===== src/rtl/fetch_unit.sv =====
// fetch_unit: non-pipelined instruction fetch stage.
//
// Holds the PC, reads one instruction word from instruction memory, hands it
// to decode, then advances the PC (pc+4 or a decode-supplied target). Exactly
// one instruction is in flight at any time.
//
// Build option: define FETCH_ALIGN_CHECK_EN to trap misaligned taken targets
// (adds the fetch_fault port and the S_FAULT state). Without it, taken targets
// are silently forced to a 4-byte boundary.
//
// Handshake semantics (both interfaces are level-based req/valid):
//   - imem_req is held high with imem_addr stable for as long as the FSM is in
//     S_MEM_REQ; the first rising edge that sees imem_valid=1 completes the read
//     and captures imem_rdata. imem_valid outside S_MEM_REQ is ignored, except
//     that a high imem_valid in S_IDLE blocks a new request (stale response).
//   - compute_req is held high with inst stable for as long as the FSM is in
//     S_DECODE; the first rising edge that sees compute_valid=1 retires the
//     instruction and samples branch_flag/new_pc. The FSM then waits in
//     S_RELEASE until compute_valid returns low before it may fetch again.
//
// dbg_state exposes the FSM state register for observation.

module fetch_unit #(
  parameter int unsigned           DATA_WIDTH = 32,
  parameter int unsigned           ADDR_WIDTH = 32,
  parameter logic [ADDR_WIDTH-1:0] RESET_PC   = '0,
  parameter int unsigned           CNT_WIDTH  = 32
) (
  input  logic                  clk,
  input  logic                  rst,
  input  logic                  enable,
  // instruction memory
  output logic                  imem_req,
  output logic [ADDR_WIDTH-1:0] imem_addr,
  input  logic [DATA_WIDTH-1:0] imem_rdata,
  input  logic                  imem_valid,
  // decode
  output logic [DATA_WIDTH-1:0] inst,
  output logic                  compute_req,
  input  logic                  compute_valid,
  input  logic                  branch_flag,
  input  logic [DATA_WIDTH-1:0] new_pc,
  // status
  output logic [ADDR_WIDTH-1:0] pc,
  output logic [CNT_WIDTH-1:0]  instret,
`ifdef FETCH_ALIGN_CHECK_EN
  output logic                  fetch_fault,
`endif
  output logic [2:0]            dbg_state
);

  // State encoding is fixed so external observers can decode dbg_state.
  typedef enum logic [2:0] {
    S_IDLE    = 3'd0,
    S_MEM_REQ = 3'd1,
    S_DECODE  = 3'd2,
    S_RELEASE = 3'd3
`ifdef FETCH_ALIGN_CHECK_EN
    ,
    S_FAULT   = 3'd4
`endif
  } state_t;

  // Width used to bring new_pc to the address width regardless of which of
  // the two widths is larger (zero-extend or truncate).
  localparam int unsigned EXT_WIDTH = (DATA_WIDTH > ADDR_WIDTH) ? DATA_WIDTH : ADDR_WIDTH;

  state_t                  state_q;
  logic [ADDR_WIDTH-1:0]   pc_q;
  logic [DATA_WIDTH-1:0]   inst_q;
  logic [CNT_WIDTH-1:0]    instret_q;
`ifdef FETCH_ALIGN_CHECK_EN
  logic                    fault_q;
`endif

  logic [EXT_WIDTH-1:0]    new_pc_ext;
  logic [ADDR_WIDTH-1:0]   target_d;
  logic [ADDR_WIDTH-1:0]   pc_inc_d;
  logic [ADDR_WIDTH-1:0]   pc_d;
  logic [CNT_WIDTH-1:0]    instret_d;
  logic                    misaligned_d;

  // Next-PC arithmetic: sequential pc+4 (wraps modulo 2^ADDR_WIDTH) or the
  // decode target brought to ADDR_WIDTH bits.
  always_comb begin
    new_pc_ext   = EXT_WIDTH'(new_pc);
    target_d     = new_pc_ext[ADDR_WIDTH-1:0];
    pc_inc_d     = pc_q + ADDR_WIDTH'(4);
    instret_d    = instret_q + CNT_WIDTH'(1);
    misaligned_d = 1'b0;
    pc_d         = pc_inc_d;
`ifdef FETCH_ALIGN_CHECK_EN
    // A taken target with low bits set is reported instead of followed.
    misaligned_d = branch_flag && (target_d[1:0] != 2'b00);
    if (branch_flag) begin
      pc_d = target_d;
    end
`else
    // Without the checker the low two bits of a taken target are dropped.
    if (branch_flag) begin
      pc_d = target_d & ~ADDR_WIDTH'(3);
    end
`endif
  end

  // Fetch FSM together with the PC, instruction, counter and fault registers.
  always_ff @(posedge clk or posedge rst) begin
    if (rst) begin
      state_q   <= S_IDLE;
      pc_q      <= RESET_PC;
      inst_q    <= '0;
      instret_q <= '0;
`ifdef FETCH_ALIGN_CHECK_EN
      fault_q   <= 1'b0;
`endif
    end else begin
      case (state_q)
        S_IDLE: begin
          // A response still high from earlier must drop before a new request.
          if (enable && !imem_valid) begin
            state_q <= S_MEM_REQ;
          end
        end
        S_MEM_REQ: begin
          if (imem_valid) begin
            inst_q  <= imem_rdata;
            state_q <= S_DECODE;
          end
        end
        S_DECODE: begin
          if (compute_valid) begin
            if (misaligned_d) begin
`ifdef FETCH_ALIGN_CHECK_EN
              fault_q <= 1'b1;
              state_q <= S_FAULT;
`endif
            end else begin
              pc_q      <= pc_d;
              instret_q <= instret_d;
              state_q   <= S_RELEASE;
            end
          end
        end
        S_RELEASE: begin
          // Wait for decode to lower its done flag so it is not seen twice.
          if (!compute_valid) begin
            state_q <= S_IDLE;
          end
        end
`ifdef FETCH_ALIGN_CHECK_EN
        S_FAULT: begin
          // Terminal until reset.
          state_q <= S_FAULT;
        end
`endif
        default: begin
          state_q <= S_IDLE;
        end
      endcase
    end
  end

  // Moore outputs decoded from the state register; reset clears them at once.
  always_comb begin
    imem_req    = (state_q == S_MEM_REQ);
    compute_req = (state_q == S_DECODE);
    imem_addr   = pc_q;
    inst        = inst_q;
    pc          = pc_q;
    instret     = instret_q;
    dbg_state   = state_q;
`ifdef FETCH_ALIGN_CHECK_EN
    fetch_fault = fault_q;
`endif
  end

endmodule


===== config.mk =====
export PLATFORM = sky130hd
export DESIGN_NAME = fetch_unit
export DESIGN_NICKNAME = d
export VERILOG_FILES = /design/src/rtl/fetch_unit.sv
export SDC_FILE = /design/constraint.sdc
export NUM_CORES = 1
export LEC_CHECK = 0
export ABC_AREA = 1
export CAP_MARGIN = 0
export CORE_MARGIN = 2
export CORE_UTILIZATION = 45
export CTS_CLUSTER_SIZE = 10
export DETAILED_ROUTE_END_ITERATION = 10
export PLACE_DENSITY = 0.86
export SYNTH_ARGS = -nofsm -noshare
export SYNTH_HDL_FRONTEND = slang
export SYNTH_SLANG_ARGS = --single-unit
export TNS_END_PERCENT = 100

===== constraint.sdc =====
create_clock -name clk -period 3.76 [get_ports clk]
set_input_delay 0.752 -clock clk [delete_from_list [all_inputs] [get_ports clk]]
set_output_delay 0.752 -clock clk [all_outputs]
set_load 0.02 [all_outputs]

==> results of run 1 <==
[per-layer routing]
metal,up-vias,wire length (um),global-route usage
met3,24,924,0.05482
met5,-,0,0
met2,156,7081,0.3737
met4,0,306,0.08996
met1,2334,5696,0.2640
li1,2506,-,-
[kinds of logic (layout without fill, tap and decap cells)]
kind of cell	count (synthesis)	count (layout)
other	1	5
adder cells (fa/ha/maj)	6	6
multiplexers	32	32
AO/OA/AOI/OAI	58	58
flip-flops	96	96
buffers and inverters	128	292
XOR/XNOR	23	23
AND/OR/NAND/NOR	363	363
[metrics by stage]
stage	instances	utilization	area [sq um]
finish	1043	0.6438	7765
global placement	1027	0.6185	7460
CTS	1043	0.6438	7765
floorplan	711	-	5582
global route	1043	0.6438	7765
detailed placement	1027	0.6185	7460
[worst max-delay path by stage]
stage / endpoint
2_1_floorplan: dbg_state[0]$_DFFE_PP0P_
3_3_place_gp: instret[29]$_DFFE_PP0N_
3_5_place_dp: instret[25]$_DFFE_PP0N_
4_1_cts: compute_req
5_1_grt: compute_req
6_report: compute_req
[registers in the layout, indices dropped and copies added, names as in the netlist]
signal / cells
imem_addr: 30
dbg_state: 2
instret: 32
inst: 32
[cell type report]
class | count | area share
multi-input cells | 487 | 0.3294
flip-flops and latches | 96 | 0.3094
repair buffers | 200 | 0.2578
inverters | 76 | 0.03706
clock buffers | 10 | 0.03078
well taps | 168 | 0.02707
clock inverters | 6 | 0.008540
[critical path: cells and delay by family (launching register included)]
| family | cells | cell delay (ps) |
|---|---|---|
| buf+inv | 2 | 760 |
| fa+ha+maj | 1 | 230 |
| flops | 1 | 420 |
[cells in the final DEF (no fill, tap or decap), types with 2 or more instances in the layout]
cell,Yosys,layout
nor2_4,8,8
and2_1,3,3
buf_4,35,4
nor3_1,5,5
o21ai_0,22,22
o21ai_1,9,9
nand3_1,41,41
nor2_1,81,81
conb_1,1,5
nand3b_1,7,7
xor2_1,13,13
inv_1,70,69
inv_2,6,6
clkinv_2,0,2
clkdlybuf4s50_1,0,195
a21oi_1,23,23
nand2_4,2,2
dfrtp_1,96,96
nand4_1,4,4
clkinv_4,0,2
clkbuf_16,0,9
nand2_1,196,196
mux2_2,32,32
nor2_2,7,7
nand2_2,6,6
ha_1,6,6
xnor2_1,10,10
[power by group through the flow]
stage / registers (uW) / logic [uW] / clock network, uW
after global routing: 1860 / 3020 / 1020
after global placement: 1790 / 2770 / 0
after floorplan: 2190 / 1280 / 0
after detailed placement: 1820 / 2820 / 0
after CTS: 1800 / 2840 / 962
final: 1800 / 2810 / 941
[synthesized netlist by cell type, drive strengths merged]
cell	n	area, sq um
a211oi	1	7.510
a21boi	1	7.510
a21oi	23	115.1
and2	3	18.77
buf	45	310.3
clkbuf	7	26.28
conb	1	3.750
dfrtp	96	2402
ha	6	75.07
inv	76	285.3
mux2	32	360.4
nand2	204	795.8
nand3	41	205.2
nand3b	8	72.57
nand4	4	25.02
nor2	96	437.9
nor3	6	41.29
o21ai	31	155.2
o21bai	1	7.510
o22ai	1	6.260
or2	1	6.260
xnor2	10	87.58
xor2	13	113.9
==> flow_summary_export.csv, run 1 <==
group,metric,value,unit
die,core_area,0.01206,sq mm
global_routing,grt_max_degree,53,
yosys,syn_inst,707,
setup_path,crit_chain,"inv_1, ha_1, clkdlybuf4s50_1",
clock_network,clock-root-buffer,"clkbuf_16",
clock_network,post_cts_resize_count,0,
setup_path,reg2reg_to,"instret[25]$_DFFE_PP0N_",
clock_network,clk_pin_slew,70,ps
pwr,p_sw,2255,uW
sta,tns,0,ps
setup_path,slowest_delay,640,ps
pwr,clockPowerShare,0.169,
yosys,postSynthAreaPerCell,7.874,sq um
sta,slew_headroom,0.6140,
yosys,synth_compound_area_frac,0.05372,
final_layout,drive_gt1_frac,0.09829,
setup_path,r2r_slack,1800,ps
status,status,"finished, final reports clean",
final_layout,regArea,0.002402,sq mm
pwr,irDropWorstVdd,0.6037,mV
global_routing,antenna_found_initial,0,
sta,rsz0062_at_grt,"false",
worst_hold_path,min_from,"instret[31]$_DFFE_PP0N_",
clock_network,htreeDepth,3,
yosys,synth_seq_cells,96,
sta,fin_ws,1260,ps
sta,drv_slew,0,
final_layout,antenna_cells,0,
yosys,synthXorXnorAreaFrac,0.03619,
placement,gp_congestion,0.8941,
setup_path,crit_required,3010,ps
sta,fmax,400.0,MHz
setup_path,end_kind,"primary output",
worst_hold_path,min_path_type,"flip-flop to flip-flop",
setup_path,cp-startpoint,"dbg_state[0]$_DFFE_PP0P_",
clock_network,insertion_delay,340,ps
final_layout,n_fill_cell,989,
sta,worst_slew_pin_slew,579.0,ps
die,initial_utilization,0.4615,
final_layout,nets,946,
clock_network,cts_buffers,9,
pwr,p_leak,0.003551,uW
setup_path,reg2reg_depth,10,
clock_network,cts_hold_buf,0,
yosys,synth_fa_ha_area_frac,0.01349,
sta,holdWs,497.5,ps
yosys,yosysSeqAreaShare,0.4316,
pwr,p_seq_frac,0.324,
die,die_area,0.01328,sq mm
setup_path,r2r-start,"dbg_state[0]$_DFFE_PP0P_",
yosys,yosysWarningCount,0,
job,cap_violations,0,
die,io_pins,203,
yosys,synth_top_family_by_area,"simple AND/OR/NAND/NOR gates",
detailed_routing,vias,5020,
die,die_y,115.2,um
pwr,totalPowerFinal,5555,uW
yosys,yosysUniqueCellTypes,33,
placement,dp.final_hpwl,10460,um
global_routing,grt_pass1_wl,22950,um
clock_network,cts.sinks,96,
yosys,muxShareOfSynthArea,0.06473,
die,fp.dieW,115.2,um
global_routing,grt_pass1_vias,4892,
detailed_routing,first_pass_iters,5,
global_routing,overflow,0,
worst_hold_path,holdPathStages,2,
sta,period_minus_slack,2500,ps
sta,finClkSkew,7.073,ps
clock_network,cts_tree,"built",
clock_network,cts_setup_buffers,0,
pwr,p_per_area,715.5,mW/mm^2
pwr,p_int,3300,uW
placement,pre_cts_ws,1271,ps
sta,setup_violations,0,
detailed_routing,wl_per_cell,13.43,um
yosys,synthSimpleGateAreaFrac,0.2879,
sta,finalHoldViolCount,0,
global_routing,track_usage,0.2186,
setup_path,worstSetupStartpointType,"flip-flop",
sta,finalCritPeriodShare,0.6648,
pwr,combPwrFrac,0.507,
setup_path,cp_max_fo,4,
detailed_routing,ant_nets,0,
worst_hold_path,min_to,"instret[31]$_DFFE_PP0N_",
final_layout,area_growth,39.49,%
setup_path,critPathArrivalTime,1750,ps
clock_network,clockBufferDepth,2,
placement,io_buffers,195,
final_layout,multi_input_area,0.002557,sq mm
setup_path,critPathKind,"flip-flop to primary output",
pwr,switching_share,0.4059,
detailed_routing,drt_iter0_markers,298,
setup_path,cp_slowest_cell,"clkdlybuf4s50_1",
detailed_routing,drcViolationCount,0,
detailed_routing,viasPerCell,4.813,
die,rows,40,
detailed_routing,wl,14010,um
yosys,syn_area,0.005567,sq mm
(Power assumes the default switching activity.)
==> run 2: changes to the inputs <==
==> constraint.sdc (replaced) <==
create_clock -name clk -period 2.47 [get_ports clk]
set_input_delay 0.494 -clock clk [delete_from_list [all_inputs] [get_ports clk]]
set_output_delay 0.494 -clock clk [all_outputs]
set_load 0.02 [all_outputs]
==> flow_summary_export.csv, run 2 (synthesis results as in run 1) <==
group,metric,value,unit
global_routing,grt_max_degree,51,
global_routing,antenna_found_initial,0,
global_routing,grt_pass1_wl,22910,um
final_layout,n_fill_cell,976,
final_layout,mostFrequentLayoutCells,"nand2_1, clkdlybuf4s50_1, dfrtp_1",
sta,drv_slew,0,
sta,tns,0,ps
clock_network,cts_setup_buffers,0,
clock_network,clk_pin_slew,70,ps
setup_path,critPathKind,"flip-flop to primary output",
die,die_y,115.2,um
clock_network,cts_buffers,9,
detailed_routing,drt_iter0_markers,336,
final_layout,mostFrequentLayoutCell,"nand2_1",
die,die_area,0.01328,sq mm
clock_network,htreeDepth,3,
final_layout,nets,951,
placement,dp.final_hpwl,10510,um
placement,pre_cts_ws,344.8,ps
detailed_routing,wl,14040,um
placement,gp_congestion,0.9058,
pwr,p_leak,0.003568,uW
sta,fin_ws,222.8,ps
clock_network,cts_tree,"built",
pwr,irDropWorstVdd,0.7636,mV
clock_network,insertion_delay,340,ps
die,fp.dieW,115.2,um
sta,rsz0062_at_grt,"false",
final_layout,area_growth,40.30,%
setup_path,end_kind,"primary output",
setup_path,critPathArrivalTime,1750,ps
sta,fmax,445.0,MHz
sta,worst_slew_pin_slew,628.5,ps
die,io_pins,203,
global_routing,track_usage,0.2201,
global_routing,overflow,0,
pwr,p_per_area,1085,mW/mm^2
die,core_area,0.01206,sq mm
die,rows,40,
clock_network,post_cts_resize_count,0,
sta,period_minus_slack,2247,ps
clock_network,clockBufferDepth,2,
clock_network,cts.sinks,96,
sta,setup_violations,0,
final_layout,antenna_cells,0,
die,initial_utilization,0.4615,
detailed_routing,wl_per_cell,13.41,um
worst_hold_path,min_path_type,"flip-flop to flip-flop",
detailed_routing,ant_nets,0,
detailed_routing,drcViolationCount,0,
sta,finalHoldViolCount,0,
global_routing,grt_pass1_vias,4893,
detailed_routing,vias,5026,
setup_path,cp_max_fo,4,
clock_network,clock-root-buffer,"clkbuf_16",
detailed_routing,viasPerCell,4.800,
clock_network,cts_hold_buf,0,
job,cap_violations,0,
sta,slew_headroom,0.5801,
detailed_routing,first_pass_iters,4,
status,status,"finished, final reports clean",
setup_path,worstSetupStartpointType,"flip-flop",
placement,io_buffers,195,
final_layout,drive_gt1_frac,0.1001,
sta,finClkSkew,6.654,ps
sta,finalCritPeriodShare,0.9098,
final_layout,finalCoreUtilization,0.6475,
setup_path,crit_required,1980,ps
[run 2: changes by cell type in the layout (fill, tap and decap cells not counted)]
cell        change
clkinv_2        -2
inv_6           -1
inv_4           -1
clkinvlp_4      +1
buf_12          +1
clkbuf_8        +1
clkbuf_1        +2
buf_4           +4
clkinv_4        -1
[run 2: worst paths after layout]
kind	from	slack [ps]	to	cells past startpoint
worst min-delay path	instret[31]$_DFFE_PP0N_	510	instret[31]$_DFFE_PP0N_	2
worst min register to register	instret[31]$_DFFE_PP0N_	510	instret[31]$_DFFE_PP0N_	2
worst max-delay path	dbg_state[0]$_DFFE_PP0P_	220	compute_req	3
min in group asynchronous	rst	580	inst[0]$_DFFE_PP0P_	2
max in group asynchronous	rst	1290	inst[3]$_DFFE_PP0P_	3
worst max register to register	dbg_state[0]$_DFFE_PP0P_	620	instret[30]$_DFFE_PP0N_	11
[run 2: final cells by class]
cell class / instances / area [sq um] / area share
timing repair buffer: 205 / 2052 / 0.2627
sequential: 96 / 2402 / 0.3076
multi-input combinational: 487 / 2557 / 0.3275
inverter: 76 / 289.0 / 0.03701
clock buffer: 13 / 260.3 / 0.03332
tap: 168 / 210.2 / 0.02691
clock inverter: 2 / 38.79 / 0.004966
[run 2: power by group]
part	internal, uW	switching (uW)
sequential	2140	606
combinational	2080	2220
clock	838	587
total	5060	3420
[run 2: metrics by stage]
step	std cells	power, uW	hold slack (ps)	area, sq um
after global placement	1032	6974	478.7	7511
final	1047	8474	505.6	7810
after global routing	1047	9008	513.4	7810
after CTS	1047	8546	506.1	7810
after floorplan	711	5276	585.4	5585
after detailed placement	1032	7085	489.7	7511
[run 2: layer usage]
layer,track usage,vias up,part of all wire
met3,0.05640,21,0.066
met5,0,-,0
met2,0.3749,165,0.50
li1,-,2514,-
met4,0.09639,0,0.025
met1,0.2638,2326,0.41
[run 2: critical path, cell delays in order, from the launching register on]
cell and delay (ps):
dfrtp_1 420, inv_1 110, ha_1 250, clkdlybuf4s50_1 640
